[config.mk]
export PLATFORM = sky130hd
export DESIGN_NAME = key_debounce_edge
export DESIGN_NICKNAME = d
export VERILOG_FILES = /design/src/rtl/key_debounce_edge.sv
export SDC_FILE = /design/constraint.sdc
export NUM_CORES = 1
export LEC_CHECK = 0
export CORE_ASPECT_RATIO = 1.5
export CORE_MARGIN = 2
export CORE_UTILIZATION = 25
export CTS_CLUSTER_DIAMETER = 100
export DETAILED_ROUTE_END_ITERATION = 12
export SLEW_MARGIN = 20
export SYNTH_ARGS = -nofsm -noshare
export SYNTH_HDL_FRONTEND = slang
export SYNTH_SLANG_ARGS = --single-unit
[constraint.sdc]
create_clock -name CLOCK_50 -period 1.67 [get_ports CLOCK_50]
set_input_delay 0.334 -clock CLOCK_50 [delete_from_list [all_inputs] [get_ports CLOCK_50]]
set_output_delay 0.334 -clock CLOCK_50 [all_outputs]
set_load 0.005 [all_outputs]
[src/rtl/key_debounce_edge.sv]
// Multi-channel pushbutton conditioner: 2-FF synchroniser, tick-based debounce, rise/fall pulses.
// Optional per-channel 8-bit press counters are enabled with the macro KEY_DEBOUNCE_PRESS_COUNT_EN.
module key_debounce_edge #(
    parameter int   N_CH         = 2,
    parameter int   PRESCALE     = 50000,
    parameter int   STABLE_TICKS = 10,
    parameter logic IDLE_LEVEL   = 1'b1
) (
    input  logic              CLOCK_50,
    input  logic              reset,
    input  logic [N_CH-1:0]   btn_in,
    output logic              tick,
    output logic [N_CH-1:0]   level,
    output logic [N_CH-1:0]   rise,
    output logic [N_CH-1:0]   fall
`ifdef KEY_DEBOUNCE_PRESS_COUNT_EN
    ,
    output logic [8*N_CH-1:0] press_count
`endif
);

    localparam int PW = $clog2(PRESCALE);
    localparam int SW = $clog2(STABLE_TICKS + 1);
    localparam logic [PW-1:0] PCNT_LAST = PW'(PRESCALE - 1);
    localparam logic [SW-1:0] SCNT_LAST = SW'(STABLE_TICKS - 1);

    logic [PW-1:0] pcnt_q, pcnt_d;
    logic          tick_q, tick_d;

    always_comb begin
        pcnt_d = pcnt_q + PW'(1);
        tick_d = 1'b0;
        if (pcnt_q == PCNT_LAST) begin
            pcnt_d = '0;
            tick_d = 1'b1;
        end
    end

    always_ff @(posedge CLOCK_50) begin
        if (!reset) begin
            pcnt_q <= '0;
            tick_q <= 1'b0;
        end else begin
            pcnt_q <= pcnt_d;
            tick_q <= tick_d;
        end
    end

    assign tick = tick_q;

    for (genvar gi = 0; gi < N_CH; gi++) begin : g_ch
        logic          s1_q, s1_d, s2_q, s2_d;
        logic          level_q, level_d;
        logic          rise_q, rise_d, fall_q, fall_d;
        logic [SW-1:0] scnt_q, scnt_d;

        // The counter clears as soon as the input agrees again, so a glitch
        // never leaves a partial count behind for the next disturbance.
        always_comb begin
            s1_d    = btn_in[gi];
            s2_d    = s1_q;
            scnt_d  = scnt_q;
            level_d = level_q;
            rise_d  = 1'b0;
            fall_d  = 1'b0;
            if (s2_q == level_q) begin
                scnt_d = '0;
            end else if (tick_q) begin
                if (scnt_q == SCNT_LAST) begin
                    scnt_d  = '0;
                    level_d = s2_q;
                    rise_d  = s2_q;
                    fall_d  = ~s2_q;
                end else begin
                    scnt_d = scnt_q + SW'(1);
                end
            end
        end

        always_ff @(posedge CLOCK_50) begin
            if (!reset) begin
                s1_q    <= IDLE_LEVEL;
                s2_q    <= IDLE_LEVEL;
                level_q <= IDLE_LEVEL;
                scnt_q  <= '0;
                rise_q  <= 1'b0;
                fall_q  <= 1'b0;
            end else begin
                s1_q    <= s1_d;
                s2_q    <= s2_d;
                level_q <= level_d;
                scnt_q  <= scnt_d;
                rise_q  <= rise_d;
                fall_q  <= fall_d;
            end
        end

        assign level[gi] = level_q;
        assign rise[gi]  = rise_q;
        assign fall[gi]  = fall_q;

`ifdef KEY_DEBOUNCE_PRESS_COUNT_EN
        logic [7:0] pcount_q, pcount_d;

        // Counts the cycle after the registered fall pulse; wraps naturally at 8 bits.
        always_comb begin
            pcount_d = pcount_q + {7'd0, fall_q};
        end

        always_ff @(posedge CLOCK_50) begin
            if (!reset) begin
                pcount_q <= '0;
            end else begin
                pcount_q <= pcount_d;
            end
        end

        assign press_count[8*gi +: 8] = pcount_q;
`endif
    end

endmodule
== Yosys cells after proc, flatten, opt, wreduce, memory -nomap -nowiden ==
Cells that the tools add are included.
Storage, ports and cells
  flip-flop bits (word level): 35
  input port bits: 4
  output and inout bits: 7
  word-level logic and storage cells: 40
Operators by class
  $add $sub $neg: 3
  eq/ne operators: 5
  muxes and demuxes: 3
  bitwise operators: 8
  reduce and logical (&&, ||, !) cells: 7
Operators by type and width (number)
  $add A16 B1 Y16 const B: 1
  $eq A16 B16 Y1 const B: 1
  $add A4 B1 Y4 const B: 2
  $eq A4 B4 Y1 const B: 2
  $mux W4: 2
  $not A1 Y1: 8
  $reduce_or A4 Y1: 2
  $reduce_and A3 Y1: 2
  $reduce_or A2 Y1: 3
  $eq A1 B1 Y1: 2
  $mux W1: 1

== Longest topological paths before layout ==
  depth in word-level cells: 3
  depth in mapped cells: 6

== Worst setup path after synthesis ==
No wires, ideal clock.
  kind: flip-flop to flip-flop
  start: register pcnt_q[0]
  end: register pcnt_q[15]
  data arrival time: 1.216 ns
  data required time: 1.555 ns
  path slack: 0.339 ns
  cell stages (with the launch flop): 7
  buffers on the path: 1
  cell sequence: dfxtp_1 ha_1 and3_1 nand4_1 nand2_1 buf_4 nor2_1
Between the ends
  word-level cells in the longest chain between the ends: 2
  elaborated cells on any way between the ends: 3
Ends and longest elaborated chain
  start, declared: RTL line 27  | logic [PW-1:0] pcnt_q, pcnt_d;
  start signal, assigned: RTL line 44  | pcnt_q <= pcnt_d;
  branches (longest 2 deep; another with $add A16 B1 Y16)
Parallel ways; which one is timed is not known.
A chain may end at the register's enable or synchronous reset.

== Final worst setup path ==
  start: register tick_q (netlist: tick)
  end: output tick
RTL lines
  start, declared: RTL line 28  | logic tick_q, tick_d;
  start signal, assigned: RTL line 45  | tick_q <= tick_d;
  end, declared: RTL line 12  | output logic tick,
No word-level cell between the ends.

==> reports/results.ini <==
[flow_run]
cap_violations = 0

[synthesis]
synth_compound_area_frac = 0.02730
synth_top_family_by_area = simple AND/OR/NAND/NOR gates
yosysSeqAreaShare = 0.4778
yosys_warnings = 0
synthMuxAreaShare = 0.01365
synth_cells = 154
ys_ff_latch = 35
netlist_area_um2 = 1466
avgSynthCellArea_um2 = 9.522
yosys.area_share.simple = 0.3038
synth_fa_ha_area_frac = 0.008532
synthesis.nets = 159
synth_xor_area_frac = 0.1195
synth_cell_types = 27

[setup_path]
crit_path_start_kind = flop
cp_max_fo = 7
endpoint_kind = primary output
cp.required_ps = 1340
crit_cells = 1
path_buf_inv = 1
cpMaxStageDelayCell = clkdlybuf4s50_1
crit_type = reg -> out
path_cells = clkdlybuf4s50_1
critical_path_arrival_ps = 1190
r2r_cells = 6
crit_family = buffers and inverters
critPathMaxStageDelay_ps = 520

[timing]
rsz0062_at_grt = false
fin_crit_ps = 1525
slew_headroom = 0.7416
setup_tns_ps = 0
fin_skew_ps = 3.148
hold_viol = 0
finalCritPeriodShare = 0.9135
fin_ws_ps = 144.5
tightest_slew_ps = 386.8
slew_viol_final = 0
setup_viol = 0
fmax_mhz = 655.5

[clock_network]
ctsHoldBuffers = 0
htree_levels = 2
cts_tree = done
clock_sinks = 35
numCtsBuffers = 5
clock_latency_ps = 280
clk_path_buf_depth = 2
root_buffer = clkbuf_8
cts_setup_buffers = 0
path_clk_slew_ps = 70

[hold_path]
hold_class = reg -> reg
worstHoldPathCells = 1

[power]
p_leak_uw = 0.0005557
ir_worst_vdd_uv = 273.1
powerDensity_nw_per_um2 = 856.9

[global_route]
use_met1 = 0.09242
grt_pass1_vias = 1022
grt_max_degree = 15
grtUsageMet2 = 0.1562
use_met3 = 0.03571
antenna_found_initial = 0
grt_remaining_overflow = 0
grt.total_usage = 0.09165
grt_pass1_wl_mm = 4.478
grt-busiest-layer = met2

[drt]
wl_per_cell_um = 10.48
drc_errors = 0
dr.first_iter.drc_count = 22
detail-route-antenna-nets = 0
num_vias = 1023
vias_per_cell = 4.316
wl_mm = 2.484
first_pass_iters = 4

[outcome]
run_status = completed

[finish]
area_growth_pct = 16.30
mostFrequentLayoutCell = dfxtp_1
fin_util = 0.2970
final_cell_mix = 34 x dfxtp_1, 24 x nor2_1, 14 x xnor2_1
final_area_um2 = 1705
final_nets = 169
diodes = 0
finalNonFillerCells = 237
layout-drive-gt1-share = 0.09697

[place]
hpwlAfterDp_mm = 1.857
io_buffers = 10
dp.cells = 229
place_congestion = 0.7215
pre_cts_slack_ps = 174.1
place_area_um2 = 1623

[die]
row_count = 34
pin_count = 11
dieArea_um2 = 6507
core-area_um2 = 5743
fp.dieH_um = 97.80
start_util = 0.2553
die_x_um = 66.54

-- routing by layer --
metal	vias up	part of all wire
li1	533	-
met1	471	0.41
met2	11	0.52
met3	8	0.037
met4	0	0.025
met5	-	0
-- flip-flops by register name, summed over array words and instances (netlist names) --
register	cells
g_ch.s1_q	2
g_ch.fall_q	2
g_ch.s2_q	2
g_ch.rise_q	2
g_ch.level_q	2
tick	1
pcnt_q	16
g_ch.scnt_q	8
-- worst paths after layout --
path / from / to / slack (ps)
hold / removal: g_ch[1].s1_q / g_ch[1].s2_q / 420
hold reg to reg: g_ch[1].s1_q / g_ch[1].s2_q / 420
setup / recovery: tick / tick / 140
setup reg to reg: pcnt_q[0] / pcnt_q[5] / 250
-- power by group --
group / internal [µW] / leakage (µW) / switching [µW] / total [µW]
logic: 21.6 / 0.000229 / 19.9 / 41.5
registers: 845 / 0.000284 / 8.34 / 854
clock network: 292 / 0.0000422 / 274 / 566
-- final cells by class --
class | count | area (µm²)
fill | 615 | 4038
sequential | 35 | 701.9
multi-input combinational | 107 | 693.2
timing repair buffer | 12 | 127.6
tap | 72 | 90.09
clock buffer | 7 | 76.32
inverter | 3 | 11.26
clock inverter | 1 | 5.005
-- through the flow --
stage | total power (µW) | hold WS, ps
after floorplan | 893.5 | 386.3
after global placement | 915.1 | 394.9
after detailed placement | 915.6 | 404.4
after CTS | 1494 | 422.0
after global routing | 1536 | 450.3
final | 1461 | 417.5
-- cells in the mapped netlist (all sizes together) --
| master | n | area share |
|---|---|---|
| nor4 | 4 | 0.034 |
| nand3 | 6 | 0.024 |
| and4 | 2 | 0.012 |
| nor2 | 24 | 0.061 |
| nand2 | 11 | 0.028 |
| ha | 1 | 0.0085 |
| xnor2 | 14 | 0.084 |
| inv | 3 | 0.0077 |
| buf | 7 | 0.036 |
| and4b | 1 | 0.0068 |
| a21oi | 4 | 0.014 |
| nor4b | 2 | 0.012 |
| clkbuf | 2 | 0.0060 |
| nor3b | 6 | 0.031 |
| o21ai | 4 | 0.014 |
| nor3 | 6 | 0.020 |
| nand4 | 4 | 0.032 |
| nand2b | 4 | 0.017 |
| dfxtp | 35 | 0.48 |
| mux2i | 2 | 0.014 |
| xor2 | 6 | 0.036 |
| and3 | 2 | 0.0085 |
| nor2b | 4 | 0.017 |
-- what timing repair did --
item                       4_1_cts  5_1_grt
hold endpoints to repair         0        0
gates resized for setup          0        1
setup endpoints to repair        0        1
-- cells by family (layout without fill, tap and decap cells) --
kind of cell,after synthesis,in the layout
AOI/OAI and AO/OA,8,8
muxes,2,2
adders and majority gates,1,1
and+or+nand+nor,76,76
DFF,35,35
xor gates and xnor gates,20,20
buffers and inverters,12,23
(Power assumes the default switching activity.)
